<file path="src/rtl/cd_frame_ctrl.sv">
// Frame sequencer for one cdbus CSR port: init, TX page load + start, RX page drain to a byte stream.
// CSR strobes are registered (1 cycle after decision); RX 2 cycles/byte, TX 1 byte/cycle; rx stall freezes all CSR traffic.
module cd_frame_ctrl #(
  parameter logic [4:0] ADDR_INT_FLAG = 5'h10,
  parameter logic [4:0] ADDR_INT_MASK = 5'h11,
  parameter logic [4:0] ADDR_RX       = 5'h14,
  parameter logic [4:0] ADDR_TX       = 5'h15,
  parameter logic [4:0] ADDR_RX_CTRL  = 5'h16,
  parameter logic [4:0] ADDR_TX_CTRL  = 5'h17,
  parameter logic [7:0] INT_MASK_VAL  = 8'h02
) (
  input  logic       clk,
  input  logic       reset,
  input  logic       irq,
  output logic [4:0] csr_address,
  output logic       csr_read,
  input  logic [7:0] csr_readdata,
  output logic       csr_write,
  output logic [7:0] csr_writedata,
  input  logic       tx_valid,
  input  logic [7:0] tx_data,
  input  logic       tx_last,
  output logic       tx_ready,
  output logic       rx_valid,
  output logic [7:0] rx_data,
  output logic       rx_last,
  input  logic       rx_ready,
  output logic       busy,
  output logic       tx_done,
  output logic       tx_ovf,
  output logic       rx_err,
  output logic [7:0] int_flag
);

  typedef enum logic [3:0] {
    S_INIT0, S_INIT1, S_IDLE,
    S_RX_FLAG, S_RX_FLAG_D, S_RX_RST, S_RX_RD, S_RX_PRES, S_RX_CLR,
    S_TX_FLAG, S_TX_FLAG_D, S_TX_RST, S_TX_BYTE, S_TX_LASTW, S_TX_START
  } state_t;

  state_t     state, state_nxt;
  logic       nxt_rd, nxt_wr;
  logic [4:0] nxt_addr;
  logic [7:0] nxt_wdata;

  logic       pres_first;
  logic [7:0] rx_hold;
  logic [1:0] hdr_cnt;
  logic [7:0] rx_rem;
  logic [8:0] tx_cnt;
  logic       ovf_seen;
  logic       rx_hs, tx_acc, rx_end;

  // First presentation cycle forwards the read data; later stall cycles replay the captured copy.
  assign rx_data  = pres_first ? csr_readdata : rx_hold;
  assign rx_valid = (state == S_RX_PRES);
  assign rx_end   = ((hdr_cnt == 2'd2) && (rx_data == 8'd0)) ||
                    ((hdr_cnt == 2'd3) && (rx_rem == 8'd1));
  assign rx_last  = rx_valid && rx_end;
  assign rx_hs    = rx_valid && rx_ready;
  assign tx_ready = (state == S_TX_BYTE);
  assign tx_acc   = tx_ready && tx_valid;
  assign tx_done  = (state == S_TX_START);
  assign busy     = (state != S_IDLE);

  always_ff @(posedge clk) begin
    if (reset) begin
      state         <= S_INIT0;
      csr_read      <= 1'b0;
      csr_write     <= 1'b0;
      csr_address   <= '0;
      csr_writedata <= '0;
      int_flag      <= '0;
      rx_err        <= 1'b0;
      tx_ovf        <= 1'b0;
      pres_first    <= 1'b0;
      rx_hold       <= '0;
      hdr_cnt       <= '0;
      rx_rem        <= '0;
      tx_cnt        <= '0;
      ovf_seen      <= 1'b0;
    end else begin
      state         <= state_nxt;
      csr_read      <= nxt_rd;
      csr_write     <= nxt_wr;
      csr_address   <= nxt_addr;
      csr_writedata <= nxt_wdata;
      rx_err        <= 1'b0;
      tx_ovf        <= 1'b0;
      pres_first    <= (state == S_RX_RD);
      if (pres_first) rx_hold <= csr_readdata;

      if (state == S_RX_FLAG_D || state == S_TX_FLAG_D) begin
        int_flag <= csr_readdata;
        rx_err   <= csr_readdata[3] | csr_readdata[4];
      end

      if (state == S_RX_RST) begin
        hdr_cnt <= 2'd0;
      end else if (rx_hs) begin
        if (hdr_cnt == 2'd2) begin
          rx_rem  <= rx_data;
          hdr_cnt <= 2'd3;
        end else if (hdr_cnt == 2'd3) begin
          rx_rem  <= rx_rem - 8'd1;
        end else begin
          hdr_cnt <= hdr_cnt + 2'd1;
        end
      end

      // tx_cnt stops at 256; anything beyond is swallowed and flagged once.
      if (state == S_TX_RST) begin
        tx_cnt   <= '0;
        ovf_seen <= 1'b0;
      end else if (tx_acc) begin
        if (!tx_cnt[8]) begin
          tx_cnt <= tx_cnt + 9'd1;
        end else if (!ovf_seen) begin
          tx_ovf   <= 1'b1;
          ovf_seen <= 1'b1;
        end
      end
    end
  end

  always_comb begin
    state_nxt = state;
    nxt_rd    = 1'b0;
    nxt_wr    = 1'b0;
    nxt_addr  = csr_address;
    nxt_wdata = csr_writedata;
    case (state)
      S_INIT0: begin
        nxt_wr = 1'b1; nxt_addr = ADDR_INT_MASK; nxt_wdata = INT_MASK_VAL;
        state_nxt = S_INIT1;
      end
      S_INIT1: begin
        nxt_wr = 1'b1; nxt_addr = ADDR_TX_CTRL; nxt_wdata = 8'h01;
        state_nxt = S_IDLE;
      end
      S_IDLE: begin
        if (irq) begin
          nxt_rd = 1'b1; nxt_addr = ADDR_INT_FLAG;
          state_nxt = S_RX_FLAG;
        end else if (tx_valid) begin
          nxt_rd = 1'b1; nxt_addr = ADDR_INT_FLAG;
          state_nxt = S_TX_FLAG;
        end
      end
      S_RX_FLAG: state_nxt = S_RX_FLAG_D;
      S_RX_FLAG_D: begin
        if (csr_readdata[1]) begin
          nxt_wr = 1'b1; nxt_addr = ADDR_RX_CTRL; nxt_wdata = 8'h01;
          state_nxt = S_RX_RST;
        end else begin
          state_nxt = S_IDLE;
        end
      end
      S_RX_RST: begin
        nxt_rd = 1'b1; nxt_addr = ADDR_RX;
        state_nxt = S_RX_RD;
      end
      S_RX_RD: state_nxt = S_RX_PRES;
      S_RX_PRES: begin
        if (rx_ready) begin
          if (rx_end) begin
            nxt_wr = 1'b1; nxt_addr = ADDR_RX_CTRL; nxt_wdata = 8'h02;
            state_nxt = S_RX_CLR;
          end else begin
            nxt_rd = 1'b1; nxt_addr = ADDR_RX;
            state_nxt = S_RX_RD;
          end
        end
      end
      S_RX_CLR: state_nxt = S_IDLE;
      S_TX_FLAG: state_nxt = S_TX_FLAG_D;
      S_TX_FLAG_D: begin
        if (csr_readdata[5]) begin
          nxt_wr = 1'b1; nxt_addr = ADDR_TX_CTRL; nxt_wdata = 8'h01;
          state_nxt = S_TX_RST;
        end else begin
          state_nxt = S_IDLE;
        end
      end
      S_TX_RST: state_nxt = S_TX_BYTE;
      S_TX_BYTE: begin
        if (tx_valid) begin
          if (!tx_cnt[8]) begin
            nxt_wr = 1'b1; nxt_addr = ADDR_TX; nxt_wdata = tx_data;
          end
          if (tx_last) state_nxt = S_TX_LASTW;
        end
      end
      S_TX_LASTW: begin
        nxt_wr = 1'b1; nxt_addr = ADDR_TX_CTRL; nxt_wdata = 8'h02;
        state_nxt = S_TX_START;
      end
      S_TX_START: state_nxt = S_IDLE;
      default: state_nxt = S_INIT0;
    endcase
  end

endmodule

</file>
<file path="config.mk">
export PLATFORM = sky130hd
export DESIGN_NAME = cd_frame_ctrl
export DESIGN_NICKNAME = d
export VERILOG_FILES = /design/src/rtl/cd_frame_ctrl.sv
export SDC_FILE = /design/constraint.sdc
export NUM_CORES = 1
export LEC_CHECK = 0
export CORE_ASPECT_RATIO = 1.2
export CORE_MARGIN = 2
export CORE_UTILIZATION = 47
export DETAILED_ROUTE_END_ITERATION = 7
export PLACE_DENSITY_LB_ADDON = 0.1
export SLEW_MARGIN = 10
export SYNTH_ARGS = -nofsm -noshare
export SYNTH_HDL_FRONTEND = slang
export SYNTH_SLANG_ARGS = --single-unit
</file>
<file path="constraint.sdc">
create_clock -name clk -period 2.1 [get_ports clk]
set_clock_uncertainty 0.1 [all_clocks]
set_input_delay 0.315 -clock clk [delete_from_list [all_inputs] [get_ports clk]]
set_output_delay 0.315 -clock clk [all_outputs]
set_load 0.05 [all_outputs]
</file>
**Word level (Yosys, flattened, before mapping)**

Cells that the tools add are included.

- Add/subtract/negate cells: 3
- Equality and inequality tests: 27
- Mux-type cells: 44
- Bitwise gates (word level): 5
- Reduce and logical (&&, ||, !) cells: 27

Operator list:

| cell | count |
|---|---|
| $mux W8 | 9 |
| $pmux W4 S13 | 1 |
| $pmux W8 S6 | 1 |
| $pmux W5 S8 | 1 |
| $mux W5 | 7 |
| $eq A4 B4 Y1 const B | 7 |
| $mux W4 | 7 |
| $eq A4 B3 Y1 const B | 4 |
| $reduce_and A7 Y1 | 2 |
| $ne A2 B2 Y1 const B | 6 |
| $mux W1 | 11 |
| $reduce_or A2 Y1 | 5 |
| $add A9 B1 Y9 const B | 1 |
| $mux W9 | 1 |
| $eq A4 B2 Y1 const B | 2 |
| $eq A8 B1 Y1 const B | 1 |
| $logic_not A8 Y1 | 1 |
| $reduce_bool A8 Y1 | 1 |
| $sub A8 B1 Y8 const B | 1 |
| $mux W2 | 3 |
| $reduce_and A2 Y1 | 3 |
| $reduce_bool A6 Y1 | 1 |
| $reduce_or A3 Y1 | 2 |
| $logic_and A1 B1 Y1 | 5 |
| 17 further kinds | 23 |

- Flip-flop bits (word level): 58
- Bits of input ports: 22
- Output and inout port bits: 38
- Logic and storage cells: 121

**Depth between registers and ports, before layout**

Gate-level depths: netlist of the first run.

- Depth after elaboration: 7
- Mapped depth: 8
- Depth with buffers taken out: 7

**Worst setup path before layout of the first run**

Ideal clock, no wire load.

- Path type: register to output
- Start: reg hdr_cnt[0]
- End: out rx_last
- Arrival: 1.988 ns
- Data required time: 1.685 ns
- Slack: -0.303 ns
- Cell stages (with the launch flop): 6
- Buffers on the path: 0
- Cell sequence: dfxtp_1 -> ha_1 -> or4b_4 -> nor4_4 -> a21oi_1 -> nor2_1

- Longest elaborated chain between the ends: 4
- Elaborated cells between the ends (all ways): 6
- Classes of those cells: eq/ne: 2; reduce/logical: 4

Ends and longest elaborated chain:

| element | RTL line | RTL |
|---|---|---|
| start: declaration | 48 | `logic [1:0] hdr_cnt;` |
| start signal: assignment | 107 | `hdr_cnt <= hdr_cnt + 2'd1;` |
| $eq A2 B2 Y1, on equally long branches | 57, 58 |  |
| $logic_and A1 B1 Y1, on equally long branches | 57, 58 |  |
| $logic_or A1 B1 Y1 * | 57 | `assign rx_end = ((hdr_cnt == 2'd2) && (rx_data == 8'd0)) \|\|` |
| $logic_and A1 B1 Y1 * | 59 | `assign rx_last = rx_valid && rx_end;` |
| end: declaration | 26 | `output logic rx_last,` |

Every way passes the cells marked *; elsewhere a longest branch is shown, timed or not.

**Worst setup path in the final report of the first run**

Same ends and word-level chain as after synthesis.

==> impl_results.md, run 1 <==
- Min cycle time layout: between 2 and 2.5 ns
- Post-synth EDFFs: 0
- Most common cell after layout, fill and taps aside: buf_4
- FF/Latch Area: between 1000 and 1500 um2
- Fin cells: 556
- Hold_ws: 0.327 ns
- Vias post-DR: between 2000 and 3000
- Type of origin of the critical path: register
- CTS buffer count: 9
- Reg2reg start: hdr_cnt[0]$_SDFFE_PP0P_
- Hold Crit Start: ovf_seen$_SDFFE_PP0P_
- Antenna violations before repair: 0
- Int Pwr: 1980 uW
- RSZ-0062 raised after global routing: true
- Overflow left after global routing: 0
- Crit. Startpoint: hdr_cnt[0]$_SDFFE_PP0P_
- Psw: slightly below 800 uW
- Reg clk slew, reported paths: ~0.060 ns
- Area delta synth->final: 48.5%
- Largest net degree at the start of global routing: 49
- CP cell instances: ha_4 > or4b_4 > nor4_4 > a21oi_2 > nor2_4 > buf_12
- Core ar.: 6370 um2
- Post-Syn Nets: 388
- Clock buffer depth: 2
- Period Utilization, post-route: 107%
- Mapped cell area: ~3000 um2
- Async SR Flop Fraction: 0%
- VDD IR max: between 0.5 and 0.6 mV
- Initial drt markers: 86
- Input/output buffers: 58
- Chip width: 77.5 um
- Share of cells above drive strength 1: about 25%
- First-pass GRT wire length: approximately 14 mm
- Cells after Synth: ~360
- Synth unique cells: 60
- 1st-pass router iterations: 4
- Failing checks: setup timing
- Register area share after synthesis: about 37%
- DP Cell Count: about 540
- Area of the die: between 7000 and 8000 um2
- Aggregate global-route resource usage: 24.0%
- Vias/cell: between 5 and 6
- HP Class: register to register
- ANT cells: 0
- Combined area of the multi-input logic cells: ~1900 um2
- Setup ws final: -0.149 ns
- Worst slew pin tran: 0.508 ns
- Crit path buf inv count: 1
- FF+latch count, synth: between 50 and 60
- Worst-skew pair later-pin latency: 0.34 ns
- Final routed DRC violation total: 0
- Fmax: between 0.4 and 0.5 GHz
- Endpoints failing setup: 1
- Max Transition Viols Final: 0
- Post-Route WL: a little over 8 mm
- Critical Path Fanout Max: 2
- WS Path Type: register to primary output
- Combinational Power Share: between 20 and 25%
- Most frequent cells in the layout: buf_4 (55), dfxtp_1 (51), clkdlybuf4s50_1 (45)
- Fin. Hold Viols: 0
- CP max stage delay: 0.48 ns
- # clock sinks: between 50 and 60
- Antenna-violating nets left: 0
- Drt wl/cell: approximately 15 um
- Leakage power: ~0.0017 uW
- Nets: around 490
- Sequential share of power: 41.6%
- Ys flop type: dfxtp_1
- Switching Fraction: between 20% and 30%
- I/O pin count: 60
- Status: complete, but fails checks
- Syn. warnings: 0
- GP Congestion: roughly 0.9
- Clock Power Share: about 36%
- Max-cap viol count: 0
- Hold_buf cts: 0
- Data required, critical path: 1.68 ns
- Number of global-route vias before repair: 3001
- Post-DP HPWL: slightly below 6 mm
- Arrival time at the worst endpoint: about 1.8 ns
- Die H: 92.2 um
- Initial Util: between 40% and 50%
- Fillers: between 500 and 600
- Core Rows: 32
- Pwr Density: between 600 and 700 nW/um2
- Root buf cell: clkbuf_8
- Slowest CP cell: or4b_4
- Endpoint class of the critical path: primary output
- Slew HR: approximately 66%
- Synthesized area per cell: 8.43 um2
- CTS tree: built
- H-Tree Depth: 3
- Delay-heaviest family, CP: simple AND/OR/NAND/NOR gates
==> synthesized netlist by cell type (all sizes together), types with 2 or more instances <==
cell / number / share of area (%)
dfxtp: 57 / 37
nor2: 46 / 5.8
nand2: 34 / 4.2
o21ai: 19 / 3.1
a21oi: 18 / 3.0
mux2i: 18 / 5.9
clkbuf: 13 / 1.6
inv: 11 / 1.4
nand2b: 11 / 2.3
nor2b: 11 / 2.3
nor3: 10 / 1.6
nor4: 10 / 2.5
buf: 9 / 1.7
mux2: 8 / 3.0
nand3: 6 / 0.99
o31ai: 6 / 1.5
ha: 5 / 2.1
nand3b: 5 / 1.2
or3: 5 / 1.0
xnor2: 5 / 1.4
a211oi: 4 / 1.2
xor2: 4 / 1.2
a22o: 3 / 0.86
a31oi: 3 / 0.62
nand4: 3 / 0.62
a221o: 2 / 0.66
a221oi: 2 / 0.58
and3: 2 / 0.41
nor3b: 2 / 0.49
nor4b: 2 / 0.58
nor4bb: 2 / 0.66
o21a: 2 / 0.49
o21bai: 2 / 1.2
o41ai: 2 / 0.58
or4b: 2 / 0.78
==> power groups by stage <==
stage	Combinational (uW)	Sequential [uW]	Clock, uW
2_1_floorplan	266	1260	0
3_3_place_gp	581	1170	0
3_5_place_dp	587	1170	0
4_1_cts	598	1140	1030
5_1_grt	650	1150	1080
6_report	612	1150	1000
==> final timing paths <==
path | end | slack, ns | cells past startpoint
max | rx_last | -0.15 | 6
min | tx_ovf$_SDFF_PP0_ | 0.33 | 1
max reg2reg | csr_writedata[1]$_SDFFE_PP0P_ | 0.04 | 7
min reg2reg | tx_ovf$_SDFF_PP0_ | 0.33 | 1
==> final cells by class <==
cell class | instances | share of cell area (%)
clock buffers | 13 | 3.29
clock inverters | 3 | 0.886
inverters | 11 | 0.913
multi-input cells | 272 | 41.4
flip-flops and latches | 57 | 25.4
well taps | 85 | 2.35
repair buffers | 115 | 25.7
==> routing by layer <==
metal / global-route usage [%] / up-vias / part of all wire [%] / routed length (um)
met4: 11.3 / 0 / 2.2 / 182
li1: - / 1497 / - / -
met5: 0 / - / 0 / 0
met2: 43.8 / 63 / 53 / 4350
met1: 26.4 / 1403 / 41 / 3390
met3: 4.82 / 15 / 3.5 / 291
==> kinds of logic after synthesis <==
kind of cell               count (synthesis)  share of synthesized area, %
AOI/OAI and AO/OA                         74                          16.9
DFF                                       57                          37.5
adders and majority gates                  5                          2.06
other                                      1                         0.123
buffers and inverters                     33                          4.64
muxes                                     26                          8.88
xor gates and xnor gates                   9                          2.59
and+or+nand+nor                          156                          27.4
==> registers in the layout (all words and copies together) (netlist names) <==
| register | count |
|---|---|
| tx_cnt | 9 |
| csr_writedata | 8 |
| int_flag | 8 |
| rx_hold | 8 |
| rx_rem | 8 |
| csr_address | 4 |
| state | 4 |
| hdr_cnt | 2 |
| csr_read | 1 |
| csr_write | 1 |
| ovf_seen | 1 |
| pres_first | 1 |
| rx_err | 1 |
| tx_ovf | 1 |
==> what timing repair did <==
| action | in CTS | in global routing |
|---|---|---|
| endpoints found under the hold margin | 0 | 0 |
| endpoints found under the setup margin | 11 | 17 |
| setup buffers | 3 | 1 |
| gates resized for setup | 3 | 17 |
| pin swaps | 3 | 3 |
| gates cloned | 1 | 0 |
==> metrics by stage <==
| step | setup slack (ns) | utilization, % | setup TNS [ns] | total power [uW] | instance area, um2 |
|---|---|---|---|---|---|
| after floorplan | 0.00577 | - | 0 | 1530 | 3060 |
| after global routing | -0.218 | 71.0 | -0.283 | 2880 | 4520 |
| final | -0.149 | 71.0 | -0.149 | 2760 | 4520 |
| after detailed placement | -0.222 | 65.9 | -2.50 | 1750 | 4200 |
| after global placement | -0.172 | 65.9 | -1.21 | 1750 | 4200 |
| after CTS | -0.195 | 69.6 | -0.195 | 2770 | 4430 |
Note: power is estimated with default switching activity, not from simulation.
==> run 2: changes to the inputs <==
--- a/config.mk
+++ b/config.mk
@@ -6,7 +6,7 @@
 export NUM_CORES = 1
 export LEC_CHECK = 0
 export CORE_ASPECT_RATIO = 1.2
-export CORE_MARGIN = 2
+export CORE_MARGIN = 3
 export CORE_UTILIZATION = 47
 export DETAILED_ROUTE_END_ITERATION = 7
 export PLACE_DENSITY_LB_ADDON = 0.1
==> run 2 against run 1 <==
Effect of this change: the flow still finishes with violations (setup timing); critical path depth is the same; final cell count fell by 1.3%; sequential share of layout area up 0.23 points; clock power up 9%; global-route usage decreased by 1.0 points; clock-buffer cell count stayed put; sequential power barely moved; register-to-register slack got worse by 0.02 ns; fmax rose by 0.20%; hold slack about the same; critical path type unchanged.
==> impl_results.md, run 2 (synthesis results as in run 1) <==
- Status: complete, but fails checks
- Failing checks: setup timing
- Leakage power: 0.00173 uW (-0.48%)
- Final routed DRC violation total: 0 (unchanged)
- Critical register-to-register path endpoint: state[1]$_SDFFE_PP0P_
- H-Tree Depth: 3 (unchanged)
- Hold Crit Start: ovf_seen$_SDFFE_PP0P_
- First-pass GRT wire length: 13.5 mm (-0.71%)
- Number of global-route vias before repair: 2934 (-2.2%)
- Type of origin of the critical path: register
- Arrival time at the worst endpoint: 1.83 ns (about the same)
- Input/output buffers: 58 (unchanged)
- Internal reg-to-reg setup slack: 0.02 ns (-0.02 ns)
- R2r worst-path depth: 7 (unchanged)
- Reg with most FFs: tx_cnt
- Vias post-DR: 3024 (+1.5%)
- Fmax: 0.446 GHz (+0.20%)
- Antenna violations before repair: 0 (unchanged)
- Post-DP HPWL: 6.01 mm (+1.1%)
- Most common cell after layout, fill and taps aside: buf_4
- Pre-CTS setup slack: -0.172 ns (+0.0494 ns)
- Clock buffer depth: 2 (unchanged)
- Post-Route WL: 8.23 mm (+0.28%)
- Initial drt markers: 91 (+5.8%)
- Combined area of the multi-input logic cells: 1840 um2 (-1.6%)
- Largest register FFs: 9 (unchanged)
- Endpoint class of the critical path: primary output
- Aggregate global-route resource usage: 23.0% (-1.0 points)
- Period Utilization, post-route: 107% (-0.21 points)
- Vias/cell: 5.51 (+2.8%)
- Data required, critical path: 1.68 ns (about the same)
- VDD IR max: 0.402 mV (-29%)
- Area of the die: 7480 um2 (+4.8%)
- Max-cap viol count: 0 (unchanged)
- Share of cells above drive strength 1: 24.8% (-0.43 points)
- ANT cells: 0 (unchanged)
- CTS buffer count: 9 (unchanged)
- WHS Path Cells: 1 (unchanged)
- GP Congestion: 0.912 (+0.51%)
- FF/Latch Area: 1150 um2 (-0.11%)
- Root buf cell: clkbuf_8
- RSZ-0062 raised after global routing: true
- Hold_buf cts: 0 (unchanged)
- Fin. Hold Viols: 0 (unchanged)
- Setup ws final: -0.144 ns (+0.00442 ns)
- Slew HR: 66.0% (about the same)
- Worst-skew pair later-pin latency: 0.33 ns (about the same)
- Worst slew pin tran: 0.509 ns (+0.000284 ns)
- Area delta synth->final: 47.0%
- Initial Util: 49.4% (+1.5 points)
- Core Rows: 31 (-3.1%)
- # clock sinks: 57 (unchanged)
- Overflow left after global routing: 0 (unchanged)
- Min cycle time layout: 2.24 ns (-0.00442 ns)
- Endpoints failing setup: 1 (unchanged)
- Pwr Density: 632 nW/um2 (+3.4%)
- HP Class: register to register
- Fillers: 489 (-5.0%)
- Hold endpoint: tx_ovf$_SDFF_PP0_
- Nets: 490 (-0.61%)
- 1st-pass router iterations: 4 (unchanged)
- WS Path Type: register to primary output
- Setup TNS: -0.144 ns (+0.00442 ns)
- Reg2reg start: hdr_cnt[0]$_SDFFE_PP0P_
- CTS tree: built
- Reg clk slew, reported paths: 0.06 ns (about the same)
- Largest net degree at the start of global routing: 28 (-43%)
- Chip width: 79.5 um (+2.6%)
- Drt wl/cell: 15.0 um (+1.6%)
- Max Transition Viols Final: 0 (unchanged)
- Die H: 94.2 um (+2.2%)
- I/O pin count: 60 (unchanged)
- Critical Path Fanout Max: 2 (unchanged)
- Antenna-violating nets left: 0 (unchanged)
- Core ar.: 6170 um2 (-3.1%)
- Most frequent cells in the layout: buf_4 (53), dfxtp_1 (52), clkdlybuf4s50_1 (45)
run 2: critical path, cell delays in order, from the launching register on:
cell,delay (ns)
dfxtp_2,0.35
ha_4,0.13
or4b_4,0.48
nor4_4,0.21
a21oi_2,0.08
nor2_4,0.11
buf_12,0.14
run 2: metal layers:
| metal | vias to the layer above | share of wire (%) | track usage, % |
|---|---|---|---|
| li1 | 1497 | - | - |
| met1 | 1423 | 40 | 24.4 |
| met2 | 89 | 52 | 42.7 |
| met3 | 15 | 5.3 | 4.70 |
| met4 | 0 | 2.5 | 10.7 |
| met5 | - | 0 | 0 |
run 2: how the worst max path moves through the flow:
stage | start | end | cells after the start
floorplan | state[2]$_SDFFE_PP0P_ | rx_rem[0]$_SDFFE_PP0P_ | 6
global placement | csr_readdata[0] | rx_last | 7
detailed placement | csr_readdata[1] | csr_writedata[1]$_SDFFE_PP0P_ | 7
CTS | hdr_cnt[0]$_SDFFE_PP0P_ | rx_last | 6
global route | hdr_cnt[0]$_SDFFE_PP0P_ | rx_last | 6
finish | hdr_cnt[0]$_SDFFE_PP0P_ | rx_last | 6
run 2: final cells by class:
| type | count | area share, % |
|---|---|---|
| clock buffers | 13 | 4.00 |
| clock inverters | 2 | 0.783 |
| inverters | 11 | 0.923 |
| multi-input cells | 272 | 41.2 |
| flip-flops and latches | 57 | 25.6 |
| well taps | 82 | 2.29 |
| repair buffers | 112 | 25.2 |
run 2: timing repair:
action,in CTS,in global routing
pin swaps,1,4
buffers inserted,1,4
cloned,0,1
gates resized for setup,5,10
endpoints found under the setup margin,6,15
run 2: through the flow:
stage / total power, uW / utilization [%] / hold WS [ns] / std cells / area, um2
final: 2830 / 72.6 / 0.327 / 549 / 4480
after CTS: 2840 / 71.2 / 0.329 / 545 / 4390
after global placement: 1740 / 67.4 / 0.308 / 529 / 4160
after global routing: 2940 / 72.6 / 0.349 / 549 / 4480
after detailed placement: 1740 / 67.4 / 0.310 / 529 / 4160
after floorplan: 1530 / - / 0.299 / 361 / 3060
run 2: where the power goes:
group | internal, uW | switching (uW)
Clock | 669 | 422
Sequential | 1120 | 29.9
Combinational | 264 | 324
Total | 2050 | 776
==> edit 1, RTL diff (config.mk and constraints of run 2) <==
Register the input `irq` before use. The logic sees it one clock later. The other inputs are not delayed to match.
--- a/src/rtl/cd_frame_ctrl.sv
+++ b/src/rtl/cd_frame_ctrl.sv
@@ -38,6 +38,16 @@
     S_TX_FLAG, S_TX_FLAG_D, S_TX_RST, S_TX_BYTE, S_TX_LASTW, S_TX_START
   } state_t;
 
+  logic irq_q;
+
+  always_ff @(posedge clk) begin
+    if (reset) begin
+      irq_q <= '0;
+    end else begin
+      irq_q <= irq;
+    end
+  end
+
   state_t     state, state_nxt;
   logic       nxt_rd, nxt_wr;
   logic [4:0] nxt_addr;
@@ -139,7 +149,7 @@
         state_nxt = S_IDLE;
       end
       S_IDLE: begin
-        if (irq) begin
+        if (irq_q) begin
           nxt_rd = 1'b1; nxt_addr = ADDR_INT_FLAG;
           state_nxt = S_RX_FLAG;
         end else if (tx_valid) begin
Formal check against the unedited RTL: not equivalent (a bounded check fails within 4 cycles, from zero or initial values and one cycle with reset high).
==> edit 1 against run 2 <==
  * Routed wire length shrank 2.2%
  * Area after synthesis grew 2.6%
  * Power grew 2.6%
  * Die area grew 2.4%
  * Design area shrank 1.4%
  * Global-route usage shrank 0.56 points
  * Sequential cell count grew 1
  * Setup slack gained 0.15 ns
  * Register-to-register slack gained 0.02 ns
  * Critical path type unchanged
==> edit 1: results (changes against run 2) <==
Global Route met1 Usage=25.8% (+1.5 points); adder-cell share of the synthesized area=2.00% (-0.052 points); pre-CTS WS=-0.0733 ns (+0.0991 ns); syn_area_per_cell=8.70 sq um (+3.2%); Initial DRC Count=129 (+42%); top cells by area, synth=dfxtp_1 37%, mux2i_1 5.1%, nor2_1 5.0%, a22o_1 3.1%, a21oi_1 3.0%; postcts setup bufs=4 (+3); met3 routed WL=412 microns (-5.7%); M1 wire length=3430 microns (+4.5%); hold_ws=0.322 ns (-0.00525 ns); Psw=0.857 mW (+10%); worst reg2reg endpoint=csr_writedata[3]$_SDFFE_PP0P_; FF-to-FF Start=hdr_cnt[0]$_SDFFE_PP0P_; commonest cells in the netlist=58 x dfxtp_1, 42 x nor2_1, 22 x nand2_1; PwrDens=657 nW/um^2 (+4.0%); Final Wtd Congestion=0.896 (-1.8%); post-synthesis cell type count=70 (+17%); post_cts resized=17 (+12); Die ar.=7660 sq um (+2.4%); first-pass GRT wire length=13300 microns (-1.4%); largest net degree at the start of global routing=43 (+54%); grt met2 use=38.3% (-4.4 points); GRT met3 Usage=5.95% (+1.3 points); worst stage delay on the critical path=0.35 ns (-0.13 ns); Detail Placement HPWL=5950 microns (-1.0%); Slew headroom=62.7% (-3.3 points); DP Cell Count=512 (-3.2%); initial antenna violation count=0 (unchanged); Leakage=1.69 nW (-2.3%); share of cells above drive strength 1=25.7% (+0.88 points); Placed Instance Area=4100 sq um (-1.5%); GRT Total Usage=22.4% (-0.56 points); status=completed; mux contribution to synthesized area=7.65% (-1.2 points); maximum VDD drop=0.461 mV (+15%); sequential share of the synthesized area=37.2% (-0.31 points); Nets=473 (-3.5%); clock share of power=36.3% (-2.3 points); Synth Area in XOR/XNOR=1.68% (-0.91 points); drt total wl=8050 microns (-2.2%); drt via density=5.50 (-0.17%); Reg power frac=40.8% (+0.2 points); Finished Layout Cells=533 (-2.9%); area of the multi-input gates=1860 sq um (+0.88%); Synthesized Nets=386 (-0.52%); wire length on met2=3990 microns (-7.5%); number of global-route vias before repair=2869 (-2.2%); maximum fanout along the worst path=3 (+1)
[edit 1: cell types whose count changed after synthesis, sizes merged, moves of 3 or more]
| cell | run 2 | this run |
|---|---|---|
| a31oi | 3 | 6 |
| nand2 | 34 | 22 |
| a211o | 0 | 3 |
| a22o | 3 | 11 |
| nor2 | 46 | 43 |
| o21ai | 19 | 15 |
| nand3 | 6 | 10 |
| a21o | 0 | 4 |
| o31ai | 6 | 0 |
| buf | 9 | 14 |
| inv | 11 | 14 |
| nand2b | 11 | 6 |
[edit 1: worst max-delay path: cells and delay by family, from the launching register on]
kind	cells	cell delay (ns)
buf+inv	2	0.20
flops	1	0.35
fa+ha+maj	1	0.17
compound gates	2	0.39
simple gates	2	0.23
[edit 1: final cells by class]
type / count / area share, %
Clock inverter: 5 / 1.19
Sequential cell: 58 / 26.5
Tap cell: 82 / 2.32
Timing Repair Buffer: 101 / 23.2
Inverter: 14 / 1.19
Multi-Input combinational cell: 262 / 42.1
Clock buffer: 11 / 3.43
